--- src/rtl/contador_bcd_cascata.sv ---
`timescale 1ns/1ps
// -----------------------------------------------------------------------------
// contador_bcd_cascata
// Multi-digit cascaded BCD counter with up/down counting, synchronous clear,
// sanitised parallel load and a registered one-cycle wrap pulse.
//
// Parameters:
//   NUM_DIGITS  number of BCD digits (1..8)
//   TOP_MOD     modulus of the most significant digit (2..10)
//
// Ports:
//   clk         system clock
//   reset_n     asynchronous active-low reset (valor = 0, carry = 0)
//   clear       synchronous clear, highest synchronous priority
//   load        synchronous parallel load of load_value (clamped per digit)
//   enable      step the counter one count this cycle
//   up_down     1 = count up, 0 = count down
//   load_value  BCD load data, digit i at [4i+3:4i]
//   valor       current BCD count, packed like load_value
//   carry       one-cycle pulse aligned with the wrapped value on valor
// -----------------------------------------------------------------------------
module contador_bcd_cascata #(
    parameter int NUM_DIGITS = 3,
    parameter int TOP_MOD    = 10
) (
    input  logic                    clk,
    input  logic                    reset_n,
    input  logic                    clear,
    input  logic                    enable,
    input  logic                    up_down,
    input  logic                    load,
    input  logic [4*NUM_DIGITS-1:0] load_value,
    output logic [4*NUM_DIGITS-1:0] valor,
    output logic                    carry
);

    // low_max[i]: every digit below i sits at its maximum (so digit i steps
    // when counting up). low_zero[i]: every digit below i is 0 (steps down).
    // Index NUM_DIGITS therefore flags the whole counter at MAX / at zero.
    logic [NUM_DIGITS:0] low_max;
    logic [NUM_DIGITS:0] low_zero;
    logic                wrap;
    logic                carry_reg;

    assign low_max[0]  = 1'b1;
    assign low_zero[0] = 1'b1;

    generate
        for (genvar gi = 0; gi < NUM_DIGITS; gi++) begin : g_digit
            // Only the top digit uses the reduced modulus.
            localparam logic [3:0] DMAX = (gi == NUM_DIGITS - 1) ? 4'(TOP_MOD - 1) : 4'd9;

            logic [3:0] d_reg;
            logic [3:0] d_next;
            logic [3:0] d_load;

            assign low_max[gi+1]  = low_max[gi]  & (d_reg == DMAX);
            assign low_zero[gi+1] = low_zero[gi] & (d_reg == 4'd0);

            // Clamp out-of-range load data so valor never holds an illegal digit.
            assign d_load = (load_value[4*gi +: 4] > DMAX) ? DMAX : load_value[4*gi +: 4];

            always_comb begin
                d_next = d_reg;
                if (up_down) begin
                    if (low_max[gi]) begin
                        d_next = (d_reg == DMAX) ? 4'd0 : d_reg + 4'd1;
                    end
                end else begin
                    if (low_zero[gi]) begin
                        d_next = (d_reg == 4'd0) ? DMAX : d_reg - 4'd1;
                    end
                end
            end

            always_ff @(posedge clk or negedge reset_n) begin
                if (!reset_n) begin
                    d_reg <= 4'd0;
                end else if (clear) begin
                    d_reg <= 4'd0;
                end else if (load) begin
                    d_reg <= d_load;
                end else if (enable) begin
                    d_reg <= d_next;
                end
            end

            assign valor[4*gi +: 4] = d_reg;
        end
    endgenerate

    // The counter wraps on this step when it is at MAX going up or at 0 going down.
    assign wrap = up_down ? low_max[NUM_DIGITS] : low_zero[NUM_DIGITS];

    always_ff @(posedge clk or negedge reset_n) begin
        if (!reset_n) begin
            carry_reg <= 1'b0;
        end else if (clear || load) begin
            carry_reg <= 1'b0;
        end else if (enable) begin
            carry_reg <= wrap;
        end else begin
            carry_reg <= 1'b0;
        end
    end

    assign carry = carry_reg;

endmodule
--- config.mk ---
export PLATFORM = sky130hd
export DESIGN_NAME = contador_bcd_cascata
export DESIGN_NICKNAME = d
export VERILOG_FILES = /design/src/rtl/contador_bcd_cascata.sv
export SDC_FILE = /design/constraint.sdc
export NUM_CORES = 1
export LEC_CHECK = 0
export CAP_MARGIN = 30
export CORE_ASPECT_RATIO = 0.9
export CORE_UTILIZATION = 36
export DETAILED_ROUTE_END_ITERATION = 7
export GPL_TIMING_DRIVEN = 0
export PLACE_DENSITY_LB_ADDON = 0.08
export SLEW_MARGIN = 20
export SYNTH_ARGS = -nofsm -noshare
export SYNTH_HDL_FRONTEND = slang
export SYNTH_SLANG_ARGS = --single-unit
--- constraint.sdc ---
create_clock -name clk -period 2.1 [get_ports clk]
set_input_delay 0.42 -clock clk [delete_from_list [all_inputs] [get_ports clk]]
set_output_delay 0.42 -clock clk [all_outputs]
set_load 0.02 [all_outputs]
==> reports/metrics.cfg <==
[run_status]
status=finished, final reports clean

[clocking]
tritoncts.num_buffers=3
cts_tree=yes
cts_sinks=13
cts_buffer_depth=2
cts_hold_buf=0
insertion_delay_ps=250
cts_root_buf=clkbuf_8
clk_pin_slew_worst_paths_ps=60
htree_num_levels=1

[drt]
vias=1398
firstDrtPassIters=4
first_iter_violations=88
drt-vias-per-instance=5.80
drt_wl_total_um=3780
drc=0
antenna_left=0
post_drt_wl_per_cell_um=15.7

[power]
powerDensity_nw_per_um2=509
leakage_nw=0.678
peakVddDrop_mv=0.343

[critical_path]
path_buf_inv=1
reg2reg_to=g_digit[2].d_reg[1]$_DFFE_PN0P_
start_kind=flop
cp_top_family=simple AND/OR/NAND/NOR gates
cp_max_fo=4
crit_start=g_digit[0].d_reg[0]$_DFFE_PN0P_
critPathSlowestCell=dfrtp_2
cp-endpoint=g_digit[2].d_reg[1]$_DFFE_PN0P_
ff2ff_setup_slack_ps=40
reg2regPathDepth=6
max_stage_delay_ps=420
critPathCaptureType=flop
crit_path_cell_trace=inv_2, ha_4, or3b_4, or3_4, a31oi_4, mux2_4
arrival_ps=2190
crit_cells=6
worst-setup-path-type=reg2reg
r2r_start=g_digit[0].d_reg[0]$_DFFE_PN0P_
cp.required_ps=2230

[sta]
max-slew-margin-rel=0.588
slew_violations=0
timing.fmax_mhz=485
tightestPinTransition_ps=617
finalClockSkew_ps=4.08
hold_viol=0
period_share=0.981
setup_tns_ps=0
setup_violations=0
fin_crit_ps=2060

[synth]
synth_ff_type=dfrtp_1
synthXorXnorAreaFrac=0.0204
synth_mux_area_frac=0.0253
synthAdderAreaFrac=0.0292
synth_top_family_by_area=compound AO/OA/AOI/OAI gates
synth_edf_count=0
syn-num-nets=181
synth-compound-area-share=0.358
synth-simple-area-share=0.242
mappedNetlistArea_um2=1290
syn_inst=160
ys_seq_area_frac=0.253
yosys_warnings=0
yosysUniqueCellTypes=54
ys_async_sr_fraction=1.00
ys_ff_latch=13
syn_avg_cell_area_um2=8.05

[layout]
final_cell_mix=29 x clkdlybuf4s50_1, 11 x o21ai_0, 10 x clkbuf_1, 10 x dfrtp_1
fin_cells=241
multi_input_area_um2=903
nFillCells=349
drive_gt1_frac=0.137
finalNetCount=219
syn_to_final_growth_pct=36.4
seqCellArea_um2=329
layout_commonest_cell=clkdlybuf4s50_1
diodes=0
largest_reg_flops=12

[placement]
hpwl_um=2630
placed_cells=233
io_buffers=29
gp_congestion=0.892

[die]
coreArea_um2=3400
pin_count=31
fp.dieW_um=65.0
die_area_um2=3820
chipHeight_um=58.7
row_count=20
start_util=0.378

[grt]
grt_pass1_wl_um=5890
antenna_found_initial=0
grt_usage=0.204
grt_pass1_vias=1274
overflow=0
grt_max_degree=14

[worst_hold_path]
hold_class=in2async

[job]
drv_cap=0

[cell type report]
class	count	share of cell area
tap	44	0.0313
multi-input combinational	124	0.514
timing repair buffer	34	0.187
inverter	10	0.0235
buffer	12	0.0313
clock buffer	4	0.0256
sequential	13	0.187
[stage by stage]
step	hold slack (ps)	power [mW]	setup WS [ps]	instance area, um2	utilization
finish	559	0.894	39.2	1760	0.516
global route	614	0.943	-3.41	1760	0.516
CTS	592	0.882	5.12	1730	0.508
detailed placement	691	0.638	-246	1660	0.488
global placement	685	0.636	-272	1660	0.488
floorplan	124	0.511	-2.61	1310	-
[cell usage after synthesis, drive strengths merged, types with 3 or more instances]
master / count / area share
and4b: 4 / 0.031
a221oi: 4 / 0.027
nor3: 3 / 0.012
dfrtp: 13 / 0.25
ha: 3 / 0.029
a31oi: 5 / 0.029
nand2: 6 / 0.017
nor2b: 8 / 0.039
a211oi: 3 / 0.017
a311oi: 3 / 0.020
inv: 9 / 0.026
o211ai: 3 / 0.017
o21ai: 13 / 0.051
nor2: 8 / 0.023
nand2b: 3 / 0.015
clkbuf: 11 / 0.032
o22ai: 3 / 0.015
a21oi: 8 / 0.031
[worst min-delay path by stage]
| stage | from | end | depth (start not counted) |
|---|---|---|---|
| 2_1_floorplan | reset_n | carry$_DFF_PN0_ | 0 |
| 3_5_place_dp | g_digit[1].d_reg[1]$_DFFE_PN0P_ | g_digit[1].d_reg[1]$_DFFE_PN0P_ | 2 |
| 5_1_grt | reset_n | g_digit[2].d_reg[2]$_DFFE_PN0P_ | 1 |
| 3_3_place_gp | g_digit[1].d_reg[1]$_DFFE_PN0P_ | g_digit[1].d_reg[1]$_DFFE_PN0P_ | 2 |
| 6_report | reset_n | g_digit[2].d_reg[2]$_DFFE_PN0P_ | 1 |
| 4_1_cts | reset_n | g_digit[2].d_reg[2]$_DFFE_PN0P_ | 1 |
[kinds of logic after synthesis]
group | count (synthesis)
flops | 13
mux | 3
xor+xnor | 3
fa+ha+maj | 3
simple gates | 50
compound gates | 65
buf+inv | 23
[what timing repair did]
| item | in CTS | in global routing |
|---|---|---|
| gates resized for setup | 1 | 8 |
| setup endpoints to repair | 2 | 8 |
| setup buffers | 3 | 2 |
| pin swaps | 1 | 0 |
[worst reg2reg max path: stages (launching register included)]
cell and delay, ps:
dfrtp_2 420, inv_2 90, ha_4 150, or3b_4 390, or3_4 370, a31oi_4 210, mux2_4 310
[power breakdown]
part           internal (mW)  switching, mW
Combinational          0.178          0.185
Sequential             0.271         0.0283
Clock                  0.134         0.0967
Total                  0.583          0.310
[metal layers]
| layer | share of wire | track usage | up-vias | wire length [um] |
|---|---|---|---|---|
| li1 | - | - | 685 | - |
| met1 | 0.46 | 0.269 | 661 | 1720 |
| met2 | 0.46 | 0.345 | 50 | 1750 |
| met3 | 0.073 | 0.0388 | 2 | 276 |
| met4 | 0.0061 | 0.0497 | 0 | 23 |
| met5 | 0 | 0 | - | 0 |
(Power assumes the default switching activity.)
